## src/rtl/eth_pkg.sv

```systemverilog
// Shared Ethernet framing constants, receive FSM state type and the
// reflected CRC-32 byte update used by both the receiver and transmitter.
package eth_pkg;

    localparam logic [3:0]  PREAMBLE_NIB = 4'h5;
    localparam logic [3:0]  SFD_NIB      = 4'hD;
    localparam logic [31:0] CRC_POLY     = 32'hEDB88320;
    localparam logic [31:0] CRC_INIT     = 32'hFFFFFFFF;
    localparam logic [31:0] CRC_RESIDUE  = 32'hDEBB20E3;
    localparam int unsigned HDR_BYTES    = 14;
    localparam int unsigned FCS_BYTES    = 4;

    typedef enum logic [2:0] {
        ST_IDLE,
        ST_PRE,
        ST_HDR,
        ST_PAY,
        ST_CHECK,
        ST_DROP
    } rx_state_t;

    // LSB-first bit-serial update, unrolled to one byte per call.
    function automatic logic [31:0] crc32_byte(input logic [31:0] crc_in,
                                               input logic [7:0]  data);
        logic [31:0] c;
        c = crc_in;
        for (int unsigned i = 0; i < 8; i++) begin
            if (c[0] ^ data[i]) c = (c >> 1) ^ CRC_POLY;
            else                c = c >> 1;
        end
        return c;
    endfunction

endpackage

```

## src/rtl/crc32_d8.sv

```systemverilog
// Byte-wide CRC-32 register: synchronous init has priority over a byte update.
module crc32_d8
    import eth_pkg::*;
(
    input  logic        clk,
    input  logic        rst_n,
    input  logic        init,
    input  logic        en,
    input  logic [7:0]  data,
    output logic [31:0] crc
);

    always_ff @(posedge clk or negedge rst_n) begin
        if (!rst_n)    crc <= CRC_INIT;
        else if (init) crc <= CRC_INIT;
        else if (en)   crc <= crc32_byte(crc, data);
    end

endmodule

```

## src/rtl/rgmii_frame_rx.sv

```systemverilog
// Nibble-stream Ethernet receiver: strips preamble/SFD, filters on MAC and
// EtherType, writes payload into a circular buffer and commits on good FCS.
module rgmii_frame_rx
    import eth_pkg::*;
#(
    parameter logic [47:0] MAC_ADDR    = 48'h02_00_00_00_00_01,
    parameter logic [15:0] ETHERTYPE   = 16'h88B5,
    parameter int unsigned ADDR_W      = 14,
    parameter int unsigned MAX_PAYLOAD = 1500
) (
    input  logic              rxclk,
    input  logic              rst_n,
    input  logic [3:0]        rxd,
    input  logic              rxctl,
    output logic              wr_en,
    output logic [ADDR_W-1:0] wr_addr,
    output logic [7:0]        wr_data,
    output logic [ADDR_W-1:0] commit_ptr,
    output logic              frame_done,
    output logic              frame_ok,
    output logic [15:0]       frame_len,
    output logic [15:0]       good_cnt,
    output logic [15:0]       err_cnt
);

    localparam logic [15:0]       PAY_LIMIT = 16'(MAX_PAYLOAD + FCS_BYTES);
    localparam logic [15:0]       MIN_FRAME = 16'(HDR_BYTES + FCS_BYTES);
    localparam logic [15:0]       LAST_HDR  = 16'(HDR_BYTES - 1);
    localparam logic [15:0]       FCS_LEN16 = 16'(FCS_BYTES);
    localparam logic [ADDR_W-1:0] FCS_LEN   = ADDR_W'(FCS_BYTES);

    rx_state_t         state, state_nxt;
    logic              nib_phase;
    logic [3:0]        low_nib;
    logic [7:0]        byte_r;
    logic              byte_vld;
    logic [15:0]       byte_cnt;
    logic [15:0]       pay_cnt;
    logic [47:0]       dst_r;
    logic [7:0]        type_hi;
    logic [ADDR_W-1:0] ptr;
    logic              drop_err;
    logic [31:0]       crc;
    logic              capture, filter_ok, pay_full, fault_drop, frame_good;

    assign capture    = (state == ST_HDR || state == ST_PAY) && rxctl;
    assign filter_ok  = (dst_r == MAC_ADDR || dst_r == '1) && ({type_hi, byte_r} == ETHERTYPE);
    assign pay_full   = byte_vld && (pay_cnt == PAY_LIMIT);
    assign frame_good = (crc == CRC_RESIDUE) && !nib_phase && (byte_cnt >= MIN_FRAME);

    crc32_d8 u_crc (
        .clk   (rxclk),
        .rst_n (rst_n),
        .init  (state == ST_IDLE),
        .en    (byte_vld),
        .data  (byte_r),
        .crc   (crc)
    );

    always_ff @(posedge rxclk or negedge rst_n) begin
        if (!rst_n) state <= ST_IDLE;
        else        state <= state_nxt;
    end

    always_comb begin
        state_nxt  = state;
        fault_drop = 1'b0;
        case (state)
            ST_IDLE: if (rxctl && rxd == PREAMBLE_NIB) state_nxt = ST_PRE;
            ST_PRE: begin
                if (!rxctl || (rxd != PREAMBLE_NIB && rxd != SFD_NIB)) begin
                    state_nxt  = ST_DROP;
                    fault_drop = 1'b1;
                end else if (rxd == SFD_NIB) begin
                    state_nxt = ST_HDR;
                end
            end
            ST_HDR: begin
                if (!rxctl)
                    state_nxt = ST_CHECK;
                else if (byte_vld && byte_cnt == LAST_HDR)
                    state_nxt = filter_ok ? ST_PAY : ST_DROP;
            end
            ST_PAY: begin
                // Overflow wins over a simultaneous rxctl fall so the oversize byte is never written.
                if (pay_full) begin
                    state_nxt  = ST_DROP;
                    fault_drop = 1'b1;
                end else if (!rxctl) begin
                    state_nxt = ST_CHECK;
                end
            end
            ST_CHECK: state_nxt = ST_IDLE;
            ST_DROP:  if (!rxctl) state_nxt = ST_IDLE;
            default:  state_nxt = ST_IDLE;
        endcase
    end

    always_ff @(posedge rxclk or negedge rst_n) begin
        if (!rst_n) begin
            nib_phase  <= 1'b0;
            low_nib    <= '0;
            byte_r     <= '0;
            byte_vld   <= 1'b0;
            byte_cnt   <= '0;
            pay_cnt    <= '0;
            dst_r      <= '0;
            type_hi    <= '0;
            ptr        <= '0;
            drop_err   <= 1'b0;
            wr_en      <= 1'b0;
            wr_addr    <= '0;
            wr_data    <= '0;
            commit_ptr <= '0;
            frame_done <= 1'b0;
            frame_ok   <= 1'b0;
            frame_len  <= '0;
            good_cnt   <= '0;
            err_cnt    <= '0;
        end else begin
            wr_en      <= 1'b0;
            frame_done <= 1'b0;

            if (capture) begin
                if (!nib_phase) low_nib <= rxd;
                else            byte_r  <= {rxd, low_nib};
                nib_phase <= ~nib_phase;
            end else if (state == ST_IDLE || state == ST_PRE) begin
                nib_phase <= 1'b0;
            end
            byte_vld <= capture && nib_phase;

            if (state == ST_IDLE) begin
                byte_cnt <= '0;
                pay_cnt  <= '0;
                drop_err <= 1'b0;
            end else if (byte_vld && (state == ST_HDR || state == ST_PAY)) begin
                byte_cnt <= byte_cnt + 16'd1;
            end

            if (byte_vld && state == ST_HDR) begin
                if (byte_cnt < 16'd6)   dst_r   <= {dst_r[39:0], byte_r};
                if (byte_cnt == 16'd12) type_hi <= byte_r;
            end

            if (fault_drop) drop_err <= 1'b1;

            if (state == ST_PAY && byte_vld && !pay_full) begin
                wr_en   <= 1'b1;
                wr_addr <= ptr;
                wr_data <= byte_r;
                ptr     <= ptr + 1'b1;
                pay_cnt <= pay_cnt + 16'd1;
            end

            if (state == ST_CHECK) begin
                frame_done <= 1'b1;
                if (frame_good) begin
                    // Committing before the FCS lets the next frame overwrite those 4 bytes.
                    frame_ok   <= 1'b1;
                    frame_len  <= pay_cnt - FCS_LEN16;
                    commit_ptr <= ptr - FCS_LEN;
                    ptr        <= ptr - FCS_LEN;
                    if (good_cnt != '1) good_cnt <= good_cnt + 16'd1;
                end else begin
                    frame_ok <= 1'b0;
                    ptr      <= commit_ptr;
                    if (err_cnt != '1) err_cnt <= err_cnt + 16'd1;
                end
            end

            if (state == ST_DROP && !rxctl) begin
                ptr <= commit_ptr;
                if (drop_err) begin
                    frame_done <= 1'b1;
                    frame_ok   <= 1'b0;
                    if (err_cnt != '1) err_cnt <= err_cnt + 16'd1;
                end
            end
        end
    end

endmodule

```

## config.mk

```make
export PLATFORM = sky130hd
export DESIGN_NAME = rgmii_frame_rx
export DESIGN_NICKNAME = d
export VERILOG_FILES = /design/src/rtl/eth_pkg.sv /design/src/rtl/crc32_d8.sv /design/src/rtl/rgmii_frame_rx.sv
export SDC_FILE = /design/constraint.sdc
export NUM_CORES = 1
export LEC_CHECK = 0
export CAP_MARGIN = 0
export CORE_ASPECT_RATIO = 2
export CORE_MARGIN = 5
export CORE_UTILIZATION = 38
export CTS_BUF_LIST = sky130_fd_sc_hd__clkbuf_8
export DETAILED_ROUTE_END_ITERATION = 8
export GPL_TIMING_DRIVEN = 0
export HOLD_SLACK_MARGIN = 0.05
export PLACE_DENSITY = 0.62
export SLEW_MARGIN = 25
export SYNTH_ARGS = -nofsm -noshare
export SYNTH_HDL_FRONTEND = slang
export SYNTH_SLANG_ARGS = --single-unit
```

## constraint.sdc

```tcl
create_clock -name rxclk -period 2.7 [get_ports rxclk]
set_clock_uncertainty 0.05 [all_clocks]
set_input_delay 0.405 -clock rxclk [delete_from_list [all_inputs] [get_ports rxclk]]
set_output_delay 0.405 -clock rxclk [all_outputs]
set_load 0.02 [all_outputs]
```

**Yosys cells after proc, flatten, opt, wreduce, memory -nomap -nowiden**

Cells that the tools add are included.

- Register bits: 239
- Input port bits: 7
- Output and inout bits: 87

- Add/subtract/negate cells: 7
- Reduce and logical (&&, ||, !) cells: 35
- Muxes and demuxes: 63
- Bitwise logic cells: 17
- Equal/unequal tests: 23
- $lt $le $gt $ge: 2

Operator list:

| operator | number |
|---|---|
| $mux W32 | 24 |
| $mux W16 | 10 |
| $not A13 Y14 | 8 |
| $add A16 B1 Y16 const B | 4 |
| $mux W14 | 4 |
| $eq A48 B42 Y1 const B | 1 |
| $eq A48 B48 Y1 const B | 1 |
| $eq A16 B4 Y1 const B | 2 |
| $eq A32 B32 Y1 const B | 1 |
| $ne A16 B16 Y1 const B | 2 |
| $mux W3 | 9 |
| $eq A16 B11 Y1 const B | 1 |
| $eq A16 B16 Y1 const B | 1 |
| $ge A16 B5 Y1 const B | 1 |
| $lt A16 B3 Y1 const B | 1 |
| $sub A16 B3 Y16 const B | 1 |
| $pmux W3 S5 | 1 |
| $add A14 B1 Y14 const B | 1 |
| $logic_and A1 B1 Y1 | 14 |
| $mux W1 | 14 |
| $sub A14 B3 Y14 const B | 1 |
| $reduce_and A2 Y1 | 5 |
| $reduce_bool A2 Y1 | 5 |
| $xor A1 B1 Y1 | 8 |
| 18 further kinds | 27 |

**Logic depth before layout (Yosys ltp)**

Gate-level depths: netlist of the first run.

- Word-level depth: 32
- Depth in mapped cells: 11

**Hierarchy**

A second synthesis of the first run with hierarchy kept.

- Cell total of the unflattened synthesis: 1163
- Area, all modules: 12109.1 µm²

By module, submodules not included:

| module | instances | area an instance (µm²) | cells each | sequential area each (µm²) |
|---|---|---|---|---|
| rgmii_frame_rx | 1 | 9955.8 | 970 | 5180.0 |
| crc32_d8 | 1 | 2153.3 | 193 | 840.8 |

**Worst setup path after synthesis of the first run**

No wires, ideal clock.

- Path kind: reg2reg
- From: reg byte_cnt[0]
- To: reg err_cnt[15]
- Stages on the path, launching flop included: 9
- Buffers on the path: 0
- Data arrival time: 2.091 ns
- Required time: 2.525 ns
- Path slack: 0.434 ns
- Period minus slack after synthesis: 2.266 ns
- Path through: dfrtp_1 > inv_1 > ha_1 > o41ai_1 > nand4_1 > and4_4 > o21ai_0 > nor3b_1 > mux2_2

- Cells in the longest elaborated chain, start to end: 7

RTL lines:

| element | RTL line | text |
|---|---|---|
| start, declared | rgmii_frame_rx.sv:37 | `logic [15:0] byte_cnt;` |
| start signal, assigned | rgmii_frame_rx.sv:138 | `byte_cnt <= byte_cnt + 16'd1;` |
| $ge A16 B5 Y1 (*) | rgmii_frame_rx.sv:49 | `assign frame_good = (crc == CRC_RESIDUE) && !nib_phase && (byte_cnt >= MIN_FRAME);` |
| $logic_and A1 B1 Y1 (*) | rgmii_frame_rx.sv:49 |  |
| $mux W16 (*) | rgmii_frame_rx.sv:158 | `if (frame_good) begin` |
| $mux W16 (*) | rgmii_frame_rx.sv:156 | `if (state == ST_CHECK) begin` |
| $mux W16 | rgmii_frame_rx.sv:177 | `if (err_cnt != '1) err_cnt <= err_cnt + 16'd1;` |
| $mux W16 | rgmii_frame_rx.sv:174 | `if (drop_err) begin` |
| $mux W16 (*) | rgmii_frame_rx.sv:172 | `if (state == ST_DROP && !rxctl) begin` |
| end signal, assigned | rgmii_frame_rx.sv:168 | `if (err_cnt != '1) err_cnt <= err_cnt + 16'd1;` |
| end signal, assigned | rgmii_frame_rx.sv:177 |  |
| end, declared | rgmii_frame_rx.sv:23 | `output logic [15:0] err_cnt` |

Mark *: on every way between the ends. The rest lies on a longest branch, timed or not.
A chain may end at the register's enable or synchronous reset.

**Final worst setup path of the first run**

- From: reg u_crc.crc[30]
- To: reg good_cnt[1]

- Cells in the longest elaborated chain, start to end: 4

RTL lines:

| element | RTL line | text |
|---|---|---|
| start, declared | crc32_d8.sv:10 | `output logic [31:0] crc` |
| start signal, assigned | crc32_d8.sv:16 | `else if (en) crc <= crc32_byte(crc, data);` |
| $eq A32 B32 Y1 | rgmii_frame_rx.sv:49 |  |
| $logic_and A1 B1 Y1 (2 in a row) | rgmii_frame_rx.sv:49 |  |
| $reduce_and A3 Y1 (no source line) | -- |  |
| end signal, assigned | rgmii_frame_rx.sv:164 | `if (good_cnt != '1) good_cnt <= good_cnt + 16'd1;` |
| end, declared | rgmii_frame_rx.sv:22 | `output logic [15:0] good_cnt,` |

Every way passes these cells.

==> results of run 1 <==
## worst reg2reg max path: cells and delay by family, from the launching register on
| kind | cells | cell delay (ns) |
|---|---|---|
| DFF | 1 | 0.56 |
| AOI/OAI and AO/OA | 1 | 0.27 |
| and+or+nand+nor | 4 | 1.22 |
| muxes | 1 | 0.37 |
## through the flow
step | std cells | utilization (%) | power, mW | setup WS, ns
finish | 1761 | 45.8 | 8.94 | 0.117
global route | 1761 | 45.8 | 9.43 | -0.00289
CTS | 1758 | 45.6 | 9.04 | 0.0246
detailed placement | 1688 | 43.1 | 6.05 | -0.176
global placement | 1686 | 42.9 | 5.99 | -8.80
floorplan | 1171 | - | 5.33 | 0.434
## flip-flops by register name, indices dropped and copies added, names as in the netlist, 3 cells and up
register / cells
frame_len: 16
ptr: 14
good_cnt: 16
wr_addr: 14
byte_cnt: 16
low_nib: 4
err_cnt: 16
byte_r: 8
commit_ptr: 14
pay_cnt: 16
wr_data: 8
state: 3
type_hi: 8
dst_r: 48
u_crc.crc: 32
## area by class of cell
class | instances | area [sq um] | area share, %
sequential | 239 | 6020 | 42.0
multi-input combinational | 852 | 5680 | 39.6
timing repair buffer | 101 | 1040 | 7.23
clock buffer | 44 | 606 | 4.23
tap | 423 | 529 | 3.69
buffer | 59 | 269 | 1.88
clock inverter | 22 | 110 | 0.768
inverter | 21 | 78.8 | 0.550
## synthesized netlist by cell type, types with 3 or more instances
master,number
nand2_1,215
dfrtp_1,207
mux2_2,73
xnor2_1,73
nor2_1,64
o21ai_0,63
xor2_1,61
nand4_1,48
clkbuf_1,33
dfstp_2,32
nor4_1,30
nand3_1,27
inv_1,20
mux2i_1,18
nor3_1,18
a21oi_1,16
buf_2,15
ha_1,14
and3_1,10
nand2b_1,9
buf_1,8
a21o_1,7
a31oi_1,7
o211ai_1,7
and4_1,6
xnor2_2,6
nand4b_1,5
o31ai_1,5
or3_1,5
a22oi_1,4
a211o_1,3
a211oi_1,3
nor3_2,3
nor3b_1,3
o21a_1,3
or2_2,3
or4_1,3
or4bb_1,3
## power breakdown
group | leakage (nW) | switching, mW | internal, mW
logic | 2.85 | 1.27 | 0.709
clock network | 0.432 | 1.44 | 1.50
registers | 3.16 | 0.221 | 3.80
## layer usage
layer,part of all wire (%),wire [microns],up-vias
met5,0,0,-
met4,2.5,746,0
met3,5.5,1620,55
met2,49,14600,219
met1,43,12600,4472
li1,-,-,4349
## worst max path at each step
stage / startpoint / end / cells after the start
3_5_place_dp: u_crc.crc[30] / good_cnt[12] / 7
3_3_place_gp: rst_n / byte_r[2] / 1
5_1_grt: ptr[6] / ptr[12] / 7
4_1_cts: pay_cnt[2] / pay_cnt[7] / 11
2_1_floorplan: byte_cnt[0] / err_cnt[15] / 8
6_report: u_crc.crc[30] / good_cnt[1] / 6
## cells by family after synthesis
logic type | count (synthesis) | synth area share, %
AOI/OAI and AO/OA | 131 | 6.60
xor gates and xnor gates | 142 | 10.9
adders and majority gates | 14 | 1.46
buffers and inverters | 80 | 2.76
DFF | 239 | 50.2
muxes | 91 | 8.35
and+or+nand+nor | 474 | 19.7
## what timing repair did
| action | in CTS | in global routing |
|---|---|---|
| endpoints found under the hold margin | 66 | 0 |
| endpoints found under the setup margin | 52 | 72 |
| gates resized for setup | 6 | 17 |
| hold buffers | 1 | 0 |
| setup buffers | 3 | 3 |
| pin swaps | 1 | 2 |
==> flow_summary.json, run 1 <==
{
  "status": "finished, final reports clean",
  "finalCriticalPeriod_ns": 2.58,
  "clockBufferDepth": 3,
  "hold_viol": 0,
  "syn_area_per_cell_sq_um": 10.2,
  "drt_iter0_drc": 474,
  "finalSetupViolations": 0,
  "dp_hpwl_microns": 21500,
  "grt_overflow": 0,
  "end_kind": "register",
  "num_vias": 9095,
  "finalNetCount": 1332,
  "htreeDepth": 2,
  "slowest_delay_ns": 0.56,
  "synth-edff-count": 0,
  "area_growth_pct": 19.4,
  "synth.largest_area_cell": "dfrtp_1",
  "cts_tree": "yes",
  "use_met3_pct": 3.04,
  "wirelength_microns": 29500,
  "dieArea_sq_um": 35400,
  "cts-root-buf": "clkbuf_8",
  "grt_pass1_wl_microns": 49100,
  "start_util_pct": 38.3,
  "fillers": 3018,
  "use_met2_pct": 28.7,
  "synth.area.top_cells": "dfrtp_1, dfstp_2, mux2_2",
  "via_per_inst": 5.16,
  "n_antenna_cell": 0,
  "syn-num-nets": 1192,
  "maxCapViolCount": 0,
  "timing.rr.end": "good_cnt[1]",
  "vdd_drop_max_mv": 0.407,
  "crit_arrival_ns": 2.97,
  "io_pins": 94,
  "yosysWarnings": 0,
  "worst_slew_pin_slew_ns": 0.742,
  "period_share_pct": 95.7,
  "r2r_slack_ns": 0.12,
  "layout_common_cells": "nand2_1, dfrtp_1, clkdlybuf4s50_1",
  "drcViolationCount": 0,
  "met1_usage_pct": 22.0,
  "final_common_cell": "nand2_1",
  "max_freq_mhz": 387,
  "critPathKind": "reg -> reg",
  "synth_cell_types": 71,
  "io_buffers": 92,
  "place.gp.congestion": 0.872,
  "report.final.slew_viol_count": 0,
  "ff2ff_path_depth": 6,
  "slew_headroom_pct": 50.1,
  "clkLatencyLatePin_ns": 0.57,
  "critPathSlowestCell": "dfstp_2",
  "worstPathRequired_ns": 3.08,
  "antenna_found_initial": 0,
  "cts-buffers-inserted": 37,
  "finalInstanceArea_sq_um": 14300,
  "cp_top_family": "simple AND/OR/NAND/NOR gates",
  "ys_seq_area_share_pct": 50.2,
  "clk_pin_slew_ns": 0.06,
  "grt_max_degree": 97,
  "ant_nets": 0,
  "die_y_microns": 261,
  "async_flop_share_pct": 100,
  "placementRows": 92,
  "start_kind": "register",
  "busiest_layer": "met2",
  "coreArea_sq_um": 31300,
  "syn_inst": 1171,
  "cp_cell_sequence": "or4bb_1 -> nor3_4 -> and4_4 -> nand2_4 -> a21oi_1 -> mux2_2",
  "hold_path.class": "in -> async",
  "grt_pass1_vias": 9240,
  "first_pass_iters": 5,
  "drive_gt1_share_pct": 16.1,
  "power_density_nw_per_um2": 624,
  "yosysTopAreaCellShare_pct": 43.2,
  "ys_ff_latch": 239,
  "syn_area_sq_um": 12000,
  "synth_ff_type": "dfrtp_1",
  "critPathBufInv": 0,
  "cp_max_fo": 7,
  "hold-worst-slack_ns": 0.307,
  "cts_sinks": 239,
  "grtUsageTotal_pct": 17.0,
  "setup_tns_ns": 0,
  "placedInstanceArea_sq_um": 13500,
  "routedWlPerCell_microns": 16.8,
  "rr_startpoint": "u_crc.crc[30]",
  "p_leak_nw": 6.44,
  "die_w_microns": 136
}
Note: power is estimated with default switching activity, not from simulation.
==> run 2, diff against run 1 <==
- HOLD_SLACK_MARGIN: 0.05 -> unset
==> results of run 2 <==
Same layout as run 1: the final DEF is identical, and so are final timing and power.
==> run 3, diff against run 2 <==
- CTS_CLUSTER_DIAMETER: unset -> 150
==> results of run 3 <==
Same layout as run 1: the final DEF is identical, and so are final timing and power.
==> RTL change, RTL diff (flow settings as in run 2) <==
`ADDR_W`: 14 -> 15.
--- a/src/rtl/rgmii_frame_rx.sv
+++ b/src/rtl/rgmii_frame_rx.sv
@@ -5,7 +5,7 @@
 #(
     parameter logic [47:0] MAC_ADDR    = 48'h02_00_00_00_00_01,
     parameter logic [15:0] ETHERTYPE   = 16'h88B5,
-    parameter int unsigned ADDR_W      = 14,
+    parameter int unsigned ADDR_W      = 15,
     parameter int unsigned MAX_PAYLOAD = 1500
 ) (
     input  logic              rxclk,
Interface: changed (resized commit_ptr and wr_addr); port bits go from 94 to 96. No check against the original RTL was run, so the function may have changed too.
==> RTL change against run 2 <==
- wire length rose by 8.5%
- area after synthesis up 0.57%
- sequential cell count increased by 3
- cell count is 1.5% higher
- synthesized cell count increased by 1.3%
- power shrank 3.5%
- worst hold slack better by 0.051 ns
- count of clock-buffer cells in the layout fell by 1
- setup slack got worse by 0.037 ns
- cell area grew 2.1%
==> RTL change: results (changes against run 2) <==
| Metric | Value |
|---|---|
| Status | `complete, no violations` |
| DRC marker count from the first detailed-route iteration | `489 (+3.2%)` |
| Initial antenna violation count | `1 (+1)` |
| Fillers | `2960 (-1.9%)` |
| VDD IR-drop max | `0.3271 mV (-20%)` |
| Reg2reg end | `ptr[11]` |
| GP Congestion | `0.8752 (+0.37%)` |
| Critical R2R Launch | `u_crc.crc[14]` |
| Mapped Cells | `1186 (+1.3%)` |
| Port bufs | `95 (+3.3%)` |
| Tot GR Track Use | `18.36% (+1.4 points)` |
| Inst Count DP | `1707 (+1.1%)` |
| CP Max Fanout | `6 (-1)` |
| Post-synthesis sequential area ratio | `50.52% (+0.34 points)` |
| Worst Reg-to-Reg Cells | `8 (+2)` |
| Fmax | `381.7 MHz (-1.4%)` |
| Area contributors post-synth | `dfrtp_1, dfstp_2, mux2_2` |
| Number of global-route vias before repair | `9801 (+6.1%)` |
| Xor/xnor share of the synthesized area | `10.09% (-0.84 points)` |
| Leakage power total | `6.636 nW (+3.0%)` |
| List of most frequent post-synthesis cells | `nand2_1, dfrtp_1, xnor2_1` |
| Hpwl dp | `23800 um (+11%)` |
| Arr. time, crit path | `3.02 ns (+0.05 ns)` |
| Worst-margin pin slew | `0.8965 ns (+0.1540 ns)` |
| Fraction of layout cells with a size suffix above 1 | `15.92% (-0.15 points)` |
| Yosys cell types | `64 (-9.9%)` |
| Mux cell area share after synthesis | `7.964% (-0.39 points)` |
| Placement Setup Slack | `-0.3897 ns (-0.2137 ns)` |
| Wire length per cell | `17.93 um (+6.9%)` |
| Vias post-DR | `9412 (+3.5%)` |
| Via/cell ratio | `5.267 (+2.0%)` |
| Synth top area share | `43.55% (+0.38 points)` |
RTL change: cell count changes in the layout (fill, tap and decap cells not counted), moves of 5 or more:
cell	change
a22o_1	+6
inv_1	-11
and3_1	+9
clkinv_2	+6
buf_1	-5
o21ai_0	+12
clkbuf_1	+15
xnor2_1	+6
nand4_1	-5
xor2_1	-11
buf_2	-10
a21o_1	+5
RTL change: final cells by class:
type                       instances  area [um^2]  area share [%]
tap                              423        529.3           3.617
antenna                            1        2.502         0.01710
buffer                            62        276.5           1.890
timing repair buffer             114         1192           8.148
clock inverter                    20        151.4           1.035
clock buffer                      43        591.8           4.044
inverter                          20        78.83          0.5386
sequential                       242         6097           41.66
multi-input combinational        862         5714           39.05
RTL change: power breakdown:
| group | leakage (nW) | switching (mW) | total, mW | internal (mW) |
|---|---|---|---|---|
| Combinational | 3.00 | 1.03 | 1.61 | 0.578 |
| Clock | 0.415 | 1.46 | 3.11 | 1.65 |
| Sequential | 3.22 | 0.139 | 3.91 | 3.77 |
RTL change: per-layer routing:
| metal | vias to the layer above | part of all wire, % | track usage, % |
|---|---|---|---|
| met1 | 4595 | 36 | 18.77 |
| met5 | - | 0 | 0 |
| met3 | 118 | 3.8 | 2.835 |
| li1 | 4437 | - | - |
| met2 | 262 | 54 | 34.59 |
| met4 | 0 | 6.1 | 10.96 |
RTL change: timing repair:
item                       in CTS  in global routing
hold endpoints to repair       45                  0
hold buffers                    1                  0
setup buffers                  10                  4
setup endpoints to repair      99                 85
resized for setup              22                 13
cloned                          1                  0
pin swaps                       9                  4
RTL change: how the worst max path moves through the flow:
stage | endpoint | slack, ns | cells past startpoint
detailed placement | ptr[12] | -0.39 | 10
finish | ptr[11] | 0.08 | 8
global placement | frame_len[13] | -9.18 | 1
CTS | ptr[12] | -0.008 | 9
global route | commit_ptr[2] | -0.001 | 8
floorplan | ptr[6] | 0.20 | 6
RTL change: kinds of logic (layout without fill, tap and decap cells):
family	Yosys count	in the layout
fa+ha+maj	14	14
mux	87	87
buf+inv	82	259
compound gates	152	152
xor+xnor	134	134
other cells	0	1
flops	242	242
simple gates	475	475
RTL change: critical path: stages, from the launching register on:
cell	delay [ns]
dfstp_2	0.38
or4_4	0.54
nor4_4	0.45
nand4_4	0.21
buf_6	0.18
a21o_4	0.26
buf_6	0.13
a22o_1	0.18
a21o_1	0.15
RTL change: metrics by stage:
stage          hold WS, ns  area, um^2
5_1_grt             0.3983       14630
3_5_place_dp        0.3488       13630
4_1_cts             0.3372       14550
3_3_place_gp        0.4104       13550
2_1_floorplan      0.05941       12070
6_report            0.3582       14630
